**src/rtl/uart_rx_sink.sv**
```systemverilog
`default_nettype none
// +----------------------------------------------------------------------------+
// | Module      : uart_rx_sink                                                  |
// | Description : 8N1 UART receiver (LSB first) with a one-byte holding         |
// |               register on a valid/ready interface. Reports framing          |
// |               errors and overruns as single-cycle pulses.                   |
// | Ports       : clk       - single clock                                      |
// |               rst       - synchronous active-high reset                     |
// |               rxd       - asynchronous serial input, idle high              |
// |               data      - received byte, stable while valid is high         |
// |               valid     - holding register contains a byte                  |
// |               ready     - consumer accepts (transfer on valid && ready)     |
// |               busy      - receiver FSM is not idle                          |
// |               frame_err - pulse: stop bit sampled low                       |
// |               overrun   - pulse: complete byte dropped, holding reg full    |
// | Revision    : 1.0 - initial release                                         |
// +----------------------------------------------------------------------------+
module uart_rx_sink #(
  parameter int CLKS_PER_BIT = 868
) (
  input  logic       clk,
  input  logic       rst,
  input  logic       rxd,
  output logic [7:0] data,
  output logic       valid,
  input  logic       ready,
  output logic       busy,
  output logic       frame_err,
  output logic       overrun
);

  localparam int              c_CNT_W       = (CLKS_PER_BIT > 1) ? $clog2(CLKS_PER_BIT) : 1;
  localparam logic [c_CNT_W-1:0] c_BIT_RELOAD  = c_CNT_W'(CLKS_PER_BIT - 1);
  localparam logic [c_CNT_W-1:0] c_HALF_RELOAD = c_CNT_W'((CLKS_PER_BIT / 2) - 1);
  localparam logic [c_CNT_W-1:0] c_CNT_ONE     = c_CNT_W'(1);

  typedef enum logic [2:0] {
    S_IDLE      = 3'd0,
    S_START     = 3'd1,
    S_DATA      = 3'd2,
    S_STOP      = 3'd3,
    S_WAIT_IDLE = 3'd4
  } state_t;

  state_t             r_state;
  logic               r_sync1;
  logic               r_sync2;
  logic [c_CNT_W-1:0] r_cnt;
  logic [2:0]         r_idx;
  logic [7:0]         r_shift;
  logic [7:0]         r_data;
  logic               r_valid;
  logic               r_frame_err;
  logic               r_overrun;
  logic               w_rxs;
  logic               w_drain;

  assign w_rxs   = r_sync2;
  assign w_drain = r_valid && ready;

  always_ff @(posedge clk) begin
    if (rst) begin
      r_sync1     <= 1'b1;
      r_sync2     <= 1'b1;
      r_state     <= S_IDLE;
      r_cnt       <= '0;
      r_idx       <= '0;
      r_shift     <= '0;
      r_data      <= '0;
      r_valid     <= 1'b0;
      r_frame_err <= 1'b0;
      r_overrun   <= 1'b0;
    end else begin
      r_sync1     <= rxd;
      r_sync2     <= r_sync1;
      r_frame_err <= 1'b0;
      r_overrun   <= 1'b0;

      // A drain clears valid; a load later in this block overrides it so a
      // simultaneous load and drain becomes a back-to-back transfer.
      if (w_drain) begin
        r_valid <= 1'b0;
      end

      case (r_state)
        S_IDLE: begin
          if (!w_rxs) begin
            r_state <= S_START;
            r_cnt   <= c_HALF_RELOAD;
          end
        end

        S_START: begin
          if (r_cnt == '0) begin
            if (w_rxs) begin
              // Line went back high before mid start bit: treat as glitch.
              r_state <= S_IDLE;
            end else begin
              r_state <= S_DATA;
              r_idx   <= 3'd0;
              r_cnt   <= c_BIT_RELOAD;
            end
          end else begin
            r_cnt <= r_cnt - c_CNT_ONE;
          end
        end

        S_DATA: begin
          if (r_cnt == '0) begin
            r_shift[r_idx] <= w_rxs;
            r_cnt          <= c_BIT_RELOAD;
            if (r_idx == 3'd7) begin
              r_state <= S_STOP;
            end else begin
              r_idx <= r_idx + 3'd1;
            end
          end else begin
            r_cnt <= r_cnt - c_CNT_ONE;
          end
        end

        S_STOP: begin
          if (r_cnt == '0) begin
            if (w_rxs) begin
              if (!r_valid || ready) begin
                r_data  <= r_shift;
                r_valid <= 1'b1;
              end else begin
                r_overrun <= 1'b1;
              end
              r_state <= S_IDLE;
            end else begin
              r_frame_err <= 1'b1;
              r_state     <= S_WAIT_IDLE;
            end
          end else begin
            r_cnt <= r_cnt - c_CNT_ONE;
          end
        end

        S_WAIT_IDLE: begin
          // Holding here until the line recovers makes a break report once.
          if (w_rxs) begin
            r_state <= S_IDLE;
          end
        end

        default: begin
          r_state <= S_IDLE;
        end
      endcase
    end
  end

  assign data      = r_data;
  assign valid     = r_valid;
  assign busy      = (r_state != S_IDLE);
  assign frame_err = r_frame_err;
  assign overrun   = r_overrun;

endmodule
`default_nettype wire

```
**config.mk**
```make
export PLATFORM = sky130hd
export DESIGN_NAME = uart_rx_sink
export DESIGN_NICKNAME = d
export VERILOG_FILES = /design/src/rtl/uart_rx_sink.sv
export SDC_FILE = /design/constraint.sdc
export NUM_CORES = 1
export LEC_CHECK = 0
export CELL_PAD_IN_SITES_DETAIL_PLACEMENT = 1
export CELL_PAD_IN_SITES_GLOBAL_PLACEMENT = 1
export CORE_MARGIN = 2
export CORE_UTILIZATION = 47
export DETAILED_ROUTE_END_ITERATION = 10
export PLACE_DENSITY_LB_ADDON = 0.1
export SLEW_MARGIN = 25
export SYNTH_ARGS = -nofsm -noshare
export SYNTH_HDL_FRONTEND = slang
export SYNTH_SLANG_ARGS = --single-unit
```
**constraint.sdc**
```tcl
create_clock -name clk -period 5.35 [get_ports clk]
set_clock_uncertainty 0.1 [all_clocks]
set_input_delay 1.07 -clock clk [delete_from_list [all_inputs] [get_ports clk]]
set_output_delay 1.07 -clock clk [all_outputs]
set_load 0.02 [all_outputs]
```
==> results.yml <==
timing:
  finalHoldViolCount: 0
  max_freq_mhz: 327
  fin_tns_setup_ps: 0
  tightest_slew_ps: 819
  relSlewSlack_pct: 45.3
  min_period_over_period_pct: 57.1
  layout_min_cycle_time_ps: 3060
  finalSetupViolations: 0
  rsz0062_at_grt: "no"
  slew_violations: 0
route:
  antenna_left: 0
  wl_per_cell_um: 18.5
  routed_wl_mm: 5.45
  dr.pass1.iters: 4
  drt_iter0_markers: 77
  route.detailed.drc: 0
  vias: 1820
  vias_per_cell: 6.19
global_routing:
  grt_max_degree: 28
  grt_pass1_vias: 1755
  antenna_found_initial: 0
  grt_overflow: 0
  track_usage_pct: 25.1
  grt_pass1_wl_mm: 8.60
yosys:
  ys_seq_elements: 37
  synth-async-reset-ratio_pct: 0
  yosysUniqueCellTypes: 50
  synthCells: 233
  synth_nets: 241
  yosysWarnings: 0
  seq_area_frac_synth_pct: 37.5
  syn_area_sq_um: 1970
  synth_edf_count: 0
  synth_ff_type: "dfxtp_1"
  synth.avg_cell_area_sq_um: 8.47
setup_path:
  r2r_start: "r_cnt[1]"
  critPathKind: "register to primary output"
  crit_path_top_delay_cell: "dfxtp_1"
  crit_required_ps: 4180
  cp_max_fo: 15
  arrival_ps: 1890
  start_kind: "register"
  cp-end-kind: "primary output"
  cp_slowest_stage_delay_ps: 640
  worst-path-buf-inv: 1
  path_cells: "nor2_1 -> nand2_1 -> clkdlybuf4s50_1"
  crit_family: "flip-flops"
  critPathLaunch: "r_state[0]"
floorplan:
  die_y_um: 68.8
  start_util_pct: 49.0
  die_w_um: 68.8
  dieArea_sq_um: 4740
  top_level_ports: 16
  num_rows: 23
  coreArea_sq_um: 4030
cells_and_area:
  diodes: 0
  instances_no_fill: 294
  finalNetCount: 251
  drive_gt1_share_pct: 9.02
  area_delta_synth_final_pct: 14.7
cts:
  clk_path_buf_depth: 2
  cts_buffers: 5
  clockRootBuffer: "clkbuf_8"
  htreeDepth: 2
  cts_setup_buffers: 0
  cts_tree: "yes"
  cts_sinks: 37
  path_clk_slew_ps: 70
  post_cts_resize_count: 0
  clock_latency_ps: 300
  postCtsHoldBufs: 0
run_status:
  status: "finished clean"
flow_run:
  drv_cap: 0
power_and_ir_drop:
  power.leakage_nw: 0.758
  irDropWorstVdd_mv: 0.161
  power_density_nw_per_um2: 347
hold_path:
  hp-class: "register to register"
  worstHoldStart: "r_sync1"
placed_design:
  dp_hpwl_mm: 3.90
  placed_cells: 286
  io_buffers: 15
  routabilityCongestion: 0.856
cells by family (layout without fill, tap and decap cells):
logic type | count (synthesis) | in the layout | share of synthesized area, %
adder cells (fa/ha/maj) | 5 | 5 | 3.04
AND/OR/NAND/NOR | 97 | 97 | 29.5
AO/OA/AOI/OAI | 63 | 63 | 20.8
XOR/XNOR | 1 | 1 | 0.444
flip-flops | 37 | 37 | 37.5
multiplexers | 9 | 9 | 4.63
buffers and inverters | 21 | 32 | 4.06
area by class of cell:
| cell class | instances | area, sq um |
|---|---|---|
| Timing Repair Buffer | 16 | 158 |
| Fill cell | 493 | 1760 |
| Clock buffer | 6 | 82.6 |
| Multi-Input combinational cell | 175 | 1150 |
| Inverter | 8 | 30.0 |
| Sequential cell | 37 | 741 |
| Clock inverter | 2 | 37.5 |
| Tap cell | 50 | 62.6 |
cells in the final DEF, fill, tap and decap left out, types with 2 or more instances in the layout:
cell and count:
a211oi_1 4, a21o_1 3, a21oi_1 20, a311oi_1 2
a31o_2 2, a31oi_1 2, clkbuf_8 6, clkdlybuf4s50_1 15
dfxtp_1 37, ha_1 4, inv_1 8, mux2i_1 8
nand2_1 23, nand2b_1 4, nand3_1 7, nand4_1 7
nand4b_1 2, nor2_1 11, nor2b_1 2, nor3_1 10
nor3_4 2, nor3b_1 4, nor4_1 6, nor4_4 2
o21ai_0 14, o31a_1 2, o41ai_1 4, or2_2 2
or3_1 6, or4_1 2
worst register-to-register path: stages (launching register included):
cell	delay (ps)
dfxtp_1	360
inv_1	130
ha_1	210
nor2b_1	340
nand3_2	430
nor3_4	610
mux2i_1	270
sequential cells by signal (all words and copies together) (netlist names):
name / flops
r_sync1: 1
data: 8
frame_err: 1
r_sync2: 1
overrun: 1
r_cnt: 10
r_state: 3
r_idx: 3
valid: 1
r_shift: 8
synth_stat cells, drive strengths merged (5+ instances only):
| cell type | count | area, sq um |
|---|---|---|
| nor2 | 11 | 41.3 |
| dfxtp | 37 | 741 |
| nor4 | 8 | 80.1 |
| mux2i | 8 | 80.1 |
| o21ai | 14 | 70.1 |
| nor3 | 13 | 92.6 |
| a21oi | 20 | 100 |
| nor3b | 5 | 42.5 |
| nand3 | 8 | 45.0 |
| or3 | 6 | 37.5 |
| nand4 | 7 | 43.8 |
| clkbuf | 12 | 45.0 |
| inv | 8 | 30.0 |
| nand2 | 23 | 86.3 |
metal layers:
layer	wire [um]	track usage, %	up-vias
met5	0	0	-
met4	68	7.84	0
met3	165	6.33	8
met2	2690	41.6	22
met1	2530	32.0	901
li1	-	-	889
per-stage QoR:
stage	util, %	hold WS, ps	power (mW)	cell area (sq um)	worst slack [ps]
global placement	53.2	298	0.519	2140	2480
global route	56.2	326	0.825	2260	2150
CTS	56.2	320	0.791	2260	2280
finish	56.2	315	0.786	2260	2290
floorplan	-	289	0.480	1970	3120
detailed placement	53.2	299	0.533	2140	2420
final timing paths:
path | end | slack (ps) | cells past startpoint
min reg2reg | r_sync2 | 310 | 1
min | r_sync2 | 310 | 1
max reg2reg | data[7] | 2830 | 6
max | busy | 2290 | 3
power breakdown:
part | leakage (nW) | switching (mW) | internal, mW | total, mW
combinational | 0.401 | 0.149 | 0.0690 | 0.218
clock | 0.0574 | 0.105 | 0.152 | 0.257
sequential | 0.300 | 0.0237 | 0.287 | 0.311
No activity file was read; power rests on OpenSTA's default activity.
